===== config.mk =====
export PLATFORM = sky130hd
export DESIGN_NAME = inst_fetch
export DESIGN_NICKNAME = d
export VERILOG_FILES = /design/src/rtl/inst_fetch.sv
export SDC_FILE = /design/constraint.sdc
export NUM_CORES = 1
export LEC_CHECK = 0
export ABC_AREA = 1
export CORE_MARGIN = 5
export CORE_UTILIZATION = 51
export CTS_BUF_LIST = sky130_fd_sc_hd__clkbuf_4 sky130_fd_sc_hd__clkbuf_8
export DETAILED_ROUTE_END_ITERATION = 16
export GPL_ROUTABILITY_DRIVEN = 0
export PLACE_DENSITY = 0.83
export SYNTH_ARGS = -nofsm -noshare
export SYNTH_HDL_FRONTEND = slang
export SYNTH_SLANG_ARGS = --single-unit
export TNS_END_PERCENT = 20

===== constraint.sdc =====
create_clock -name clk -period 2.4 [get_ports clk]
set_input_delay 0.24 -clock clk [delete_from_list [all_inputs] [get_ports clk]]
set_output_delay 0.24 -clock clk [all_outputs]
set_load 0.02 [all_outputs]

===== src/rtl/inst_fetch.sv =====
// inst_fetch -- instruction-fetch stage of the five-stage pipeline.
//
// Owns the PC and runs one outstanding request/acknowledge transaction at a
// time on the instruction bus. The fetched word is held for the IF/ID register
// until the pipeline consumes it. Delayed branches from ID are remembered and
// applied at the next consume. Exception flushes redirect the PC right away.
//
// Ports:
//   clk, rst                 clock, synchronous active-high reset
//   stall[5:0]               ctrl stall vector (bit1 = IF stop, bit2 = ID stop)
//   flush, new_pc            exception flush and its redirect address
//   branch_flag_i,
//   branch_target_address_i  taken branch resolved in ID and its target
//   ibus_req_o, ibus_addr_o  instruction bus request and word-aligned address
//   ibus_ack_i, ibus_rdata_i one-cycle acknowledge with its read data
//   if_pc, if_inst           held instruction and its address (0 = bubble)
//   stallreq_from_if         asks ctrl to stall while no instruction is held
module inst_fetch #(
    parameter logic [31:0] RESET_PC = 32'h0000_0000
) (
    input  logic        clk,
    input  logic        rst,
    input  logic [5:0]  stall,
    input  logic        flush,
    input  logic [31:0] new_pc,
    input  logic        branch_flag_i,
    input  logic [31:0] branch_target_address_i,
    output logic        ibus_req_o,
    output logic [31:0] ibus_addr_o,
    input  logic        ibus_ack_i,
    input  logic [31:0] ibus_rdata_i,
    output logic [31:0] if_pc,
    output logic [31:0] if_inst,
    output logic        stallreq_from_if
);

    typedef enum logic [1:0] {
        IDLE   = 2'd0,
        WAIT   = 2'd1,
        HOLD   = 2'd2,
        CANCEL = 2'd3
    } state_t;

    state_t      state_q,      state_d;
    logic [31:0] pc_q,         pc_d;
    logic [31:0] inst_buf_q,   inst_buf_d;
    logic [31:0] if_pc_q,      if_pc_d;
    logic        redir_pend_q, redir_pend_d;
    logic [31:0] redir_tgt_q,  redir_tgt_d;
    logic        req_q,        req_d;
    logic [31:0] addr_q,       addr_d;

    logic        branch_load;
    logic [31:0] branch_tgt;
    logic [31:0] flush_tgt;

    // Only the IF and ID stop bits matter to this stage.
    logic unused_stall_bits;
    assign unused_stall_bits = ^{stall[5:3], stall[0]};

    assign branch_load = branch_flag_i && !stall[2];
    assign branch_tgt  = {branch_target_address_i[31:2], 2'b00};
    assign flush_tgt   = {new_pc[31:2], 2'b00};

    always_comb begin
        state_d      = state_q;
        pc_d         = pc_q;
        inst_buf_d   = inst_buf_q;
        if_pc_d      = if_pc_q;
        redir_pend_d = redir_pend_q;
        redir_tgt_d  = redir_tgt_q;
        req_d        = req_q;
        addr_d       = addr_q;

        // A branch seen in ID is remembered until the delay slot is consumed.
        if (branch_load) begin
            redir_tgt_d  = branch_tgt;
            redir_pend_d = 1'b1;
        end

        if (flush) begin
            pc_d         = flush_tgt;
            redir_pend_d = 1'b0;
            if_pc_d      = 32'h0;
            inst_buf_d   = 32'h0;
            // A request still waiting for its ack cannot be withdrawn; it is
            // drained in CANCEL with the old address kept on the bus.
            if ((state_q == WAIT || state_q == CANCEL) && !ibus_ack_i) begin
                state_d = CANCEL;
                req_d   = 1'b1;
            end else begin
                state_d = WAIT;
                req_d   = 1'b1;
                addr_d  = flush_tgt;
            end
        end else begin
            unique case (state_q)
                IDLE: begin
                    state_d = WAIT;
                    req_d   = 1'b1;
                    addr_d  = pc_q;
                end
                WAIT: begin
                    if (ibus_ack_i) begin
                        state_d    = HOLD;
                        req_d      = 1'b0;
                        inst_buf_d = ibus_rdata_i;
                        if_pc_d    = pc_q;
                    end
                end
                HOLD: begin
                    if (!stall[1]) begin
                        // Same-edge branch uses the incoming target directly.
                        if (branch_load) begin
                            pc_d = branch_tgt;
                        end else if (redir_pend_q) begin
                            pc_d = redir_tgt_q;
                        end else begin
                            pc_d = pc_q + 32'd4;
                        end
                        redir_pend_d = 1'b0;
                        state_d      = WAIT;
                        req_d        = 1'b1;
                        addr_d       = pc_d;
                        if_pc_d      = 32'h0;
                        inst_buf_d   = 32'h0;
                    end
                end
                CANCEL: begin
                    // Ack of the abandoned fetch: data dropped, refetch new pc.
                    if (ibus_ack_i) begin
                        state_d = WAIT;
                        req_d   = 1'b1;
                        addr_d  = pc_q;
                    end
                end
                default: state_d = IDLE;
            endcase
        end
    end

    always_ff @(posedge clk) begin
        if (rst) begin
            state_q      <= IDLE;
            pc_q         <= {RESET_PC[31:2], 2'b00};
            redir_pend_q <= 1'b0;
            req_q        <= 1'b0;
            addr_q       <= 32'h0;
            if_pc_q      <= 32'h0;
            inst_buf_q   <= 32'h0;
        end else begin
            state_q      <= state_d;
            pc_q         <= pc_d;
            redir_pend_q <= redir_pend_d;
            req_q        <= req_d;
            addr_q       <= addr_d;
            if_pc_q      <= if_pc_d;
            inst_buf_q   <= inst_buf_d;
        end
    end

    // Branch target is only meaningful while redir_pend_q is set.
    always_ff @(posedge clk) begin
        redir_tgt_q <= redir_tgt_d;
    end

    assign ibus_req_o       = req_q;
    assign ibus_addr_o      = addr_q;
    assign if_pc            = if_pc_q;
    assign if_inst          = inst_buf_q;
    assign stallreq_from_if = !rst && (state_q != HOLD);

endmodule

==> out/metrics.yaml <==
yosys:
  synthCells: 1095
  ys_types: 29
  ys_seq_elements: 161
  ys_seq_area_frac: 0.4493
  synth.net_count: 1204
  avgSynthCellArea_um2: 7.161
  synth_area_um2: 7841
  yosys_warnings: 0
global_route:
  antenna_found_initial: 0
  track_usage: 0.2766
  grt_pass1_wl_mm: 40.19
  grt_max_degree: 95
  grt_pass1_vias: 7876
  overflow: 0
sta:
  period_needed_ns: 2.156
  timing.slew.headroom: 0.2694
  slew_violations: 0
  setup_viol: 0
  fin_crit_sh: 0.8981
  grt_setup_unrepaired: "false"
  fin_setup_tns_ns: 0
  worstMarginPinSlew_ns: 1.096
  fmax_mhz: 463.9
  final_hold_viol_count: 0
  skew_ns: 0.01357
placed_design:
  io_buffers: 196
  placed_area_um2: 9977
  hpwl_mm: 17.22
layout:
  final_cell_mix: "nand2_1 (263), clkdlybuf4s50_1 (194), nand3_1 (178)"
  final_common_cell: "nand2_1"
  seq_area_um2: 3523
  final_area_um2: 10410
  area_delta_synth_final_pct: 32.71
  antennaDiodeCount: 0
  drive_gt1_frac: 0.08229
  nets: 1372
  fillers: 1327
  multi_input_area_um2: 3837
drt:
  drt-pass1-iter-count: 5
  wirelength_mm: 26.09
  drc: 0
  drt_iter0_drc: 964
  via_count: 8460
  wl_per_cell_um: 17.82
  vias_per_cell: 5.779
  ant_nets: 0
pwr:
  irDropWorstVdd_mv: 0.3594
  power.density_nw_per_um2: 615.8
  leakagePower_nw: 3.726
clock_tree:
  post_cts_buffers: 0
  clk_path_buf_depth: 2
  cts_root_buf: "clkbuf_8"
  cts-htree-levels: 4
  cts_sinks: 161
  worstSkewPairLatency_ns: 0.47
  clk_pin_slew_ns: 0.09
  hold_buffers: 0
  cts_tree: "built"
  cts_inserted_buffers: 17
worst_setup_path:
  crit_type: "reg2reg"
  required_ns: 2.80
  critPathMaxFanout: 14
  crit_path_end_kind: "flip-flop"
  crit_start: "ibus_req_o"
  critPathLaunchType: "flip-flop"
  r2r_end: "ibus_addr_o[7]"
  cp_common_cell: "nand2_1"
  max_stage_delay_ns: 0.44
  rr_worst_depth: 13
  cpLargestDelayFamily: "simple AND/OR/NAND/NOR gates"
  crit_chain: "inv_2 > nand2_4 > inv_2 > nand2_1 > nand2_1 > nand2_1 > nand2_2 > nor2_8 > nand2_2 > buf_4 > a21oi_2 > nand2_1 > a21oi_1"
  worst-path-buf-inv: 3
  rrSetupSlack_ns: 0.24
  r2r-start: "ibus_req_o"
  cpMaxStageDelayCell: "dfxtp_1"
  critPathCapture: "ibus_addr_o[7]"
  arrival_ns: 2.55
  cp.depth: 13
job:
  maxCapViolCount: 0
floorplan:
  initial_core_util: 0.5177
  die_w_um: 134.0
  die-area_um2: 17950
  coreArea_um2: 15150
  rows: 45
  ios: 205
  die_y_um: 134.0
hold_path:
  hp-class: "in2reg"
status:
  status: "complete, no violations"
-- synth_stat cells (all sizes together) --
| master | instances | area share |
|---|---|---|
| nor3 | 3 | 0.0019 |
| nor2 | 70 | 0.038 |
| clkbuf | 54 | 0.026 |
| a31oi | 16 | 0.013 |
| ha | 2 | 0.0032 |
| o21ai | 72 | 0.046 |
| o21a | 14 | 0.013 |
| inv | 55 | 0.026 |
| edfxtp | 30 | 0.11 |
| a21oi | 154 | 0.10 |
| xor2 | 6 | 0.0067 |
| o31ai | 1 | 0.00096 |
| dfxtp | 131 | 0.33 |
| o32ai | 2 | 0.0022 |
| or2 | 13 | 0.010 |
| buf | 22 | 0.013 |
| and2 | 2 | 0.0016 |
| nand3 | 179 | 0.11 |
| o211ai | 1 | 0.00096 |
| nand2 | 268 | 0.13 |
-- power by group --
group / internal [W] / switching [W]
Sequential: 0.00291 / 0.000109
Combinational: 0.000533 / 0.000782
Clock: 0.00100 / 0.00108
-- worst register-to-register path, delay by kind of cell, from the launching register on --
| family | cells | cell delay (ns) |
|---|---|---|
| AND/OR/NAND/NOR | 8 | 1.03 |
| AO/OA/AOI/OAI | 2 | 0.26 |
| flip-flops | 1 | 0.44 |
| buffers and inverters | 3 | 0.36 |
-- repair_timing --
action	4_1_cts	5_1_grt
resized for setup	1	0
setup endpoints to repair	1	31
cloned	0	2
pin swaps	0	1
-- kinds of logic after synthesis --
logic type	Yosys count	share of synthesized area
compound gates	260	0.1789
xor+xnor	6	0.006702
fa+ha+maj	2	0.003191
buf+inv	131	0.06542
flops	161	0.4493
simple gates	535	0.2965
-- flip-flops by register name, indices dropped and copies added (netlist names) --
| signal | flops |
|---|---|
| redir_tgt_q | 30 |
| if_pc | 32 |
| ibus_req_o | 1 |
| state_q | 1 |
| pc_q | 32 |
| redir_pend_q | 1 |
| ibus_addr_o | 32 |
| if_inst | 32 |
-- worst min-delay path by stage --
| stage | start | end | slack [ns] | depth (start not counted) |
|---|---|---|---|---|
| 6_report | rst | if_pc[0] | 0.24 | 4 |
| 5_1_grt | rst | if_pc[0] | 0.25 | 4 |
| 4_1_cts | rst | if_pc[1] | 0.22 | 4 |
| 3_5_place_dp | pc_q[0] | pc_q[0] | 0.46 | 2 |
| 3_3_place_gp | pc_q[1] | pc_q[1] | 0.46 | 2 |
| 2_1_floorplan | branch_target_address_i[10] | redir_tgt_q[10] | 0.34 | 0 |
-- through the flow --
stage / total power, W / hold slack, ns / setup slack (ns) / std cells / util
2_1_floorplan: 0.003768 / 0.3389 / 0.3446 / 1095 / -
3_3_place_gp: 0.004318 / 0.4596 / -0.02809 / 1430 / 0.6587
3_5_place_dp: 0.004341 / 0.4623 / -0.09212 / 1430 / 0.6587
4_1_cts: 0.006377 / 0.2235 / 0.07956 / 1462 / 0.6856
5_1_grt: 0.006653 / 0.2540 / 0.07109 / 1464 / 0.6871
6_report: 0.006408 / 0.2426 / 0.2445 / 1464 / 0.6871
-- layout make-up --
type                       instances  share of cell area
multi-input combinational        805              0.3688
sequential                       161              0.3386
timing repair buffer             223              0.2110
clock buffer                      19             0.02513
tap                              188             0.02260
inverter                          55             0.01984
clock inverter                    13             0.01407
-- layer usage --
metal | global-route usage | part of all wire | up-vias
li1 | - | - | 4031
met1 | 0.3570 | 0.41 | 3913
met2 | 0.4624 | 0.47 | 458
met3 | 0.05476 | 0.096 | 58
met4 | 0.1000 | 0.027 | 0
met5 | 0 | 0 | -
(Power assumes the default switching activity.)
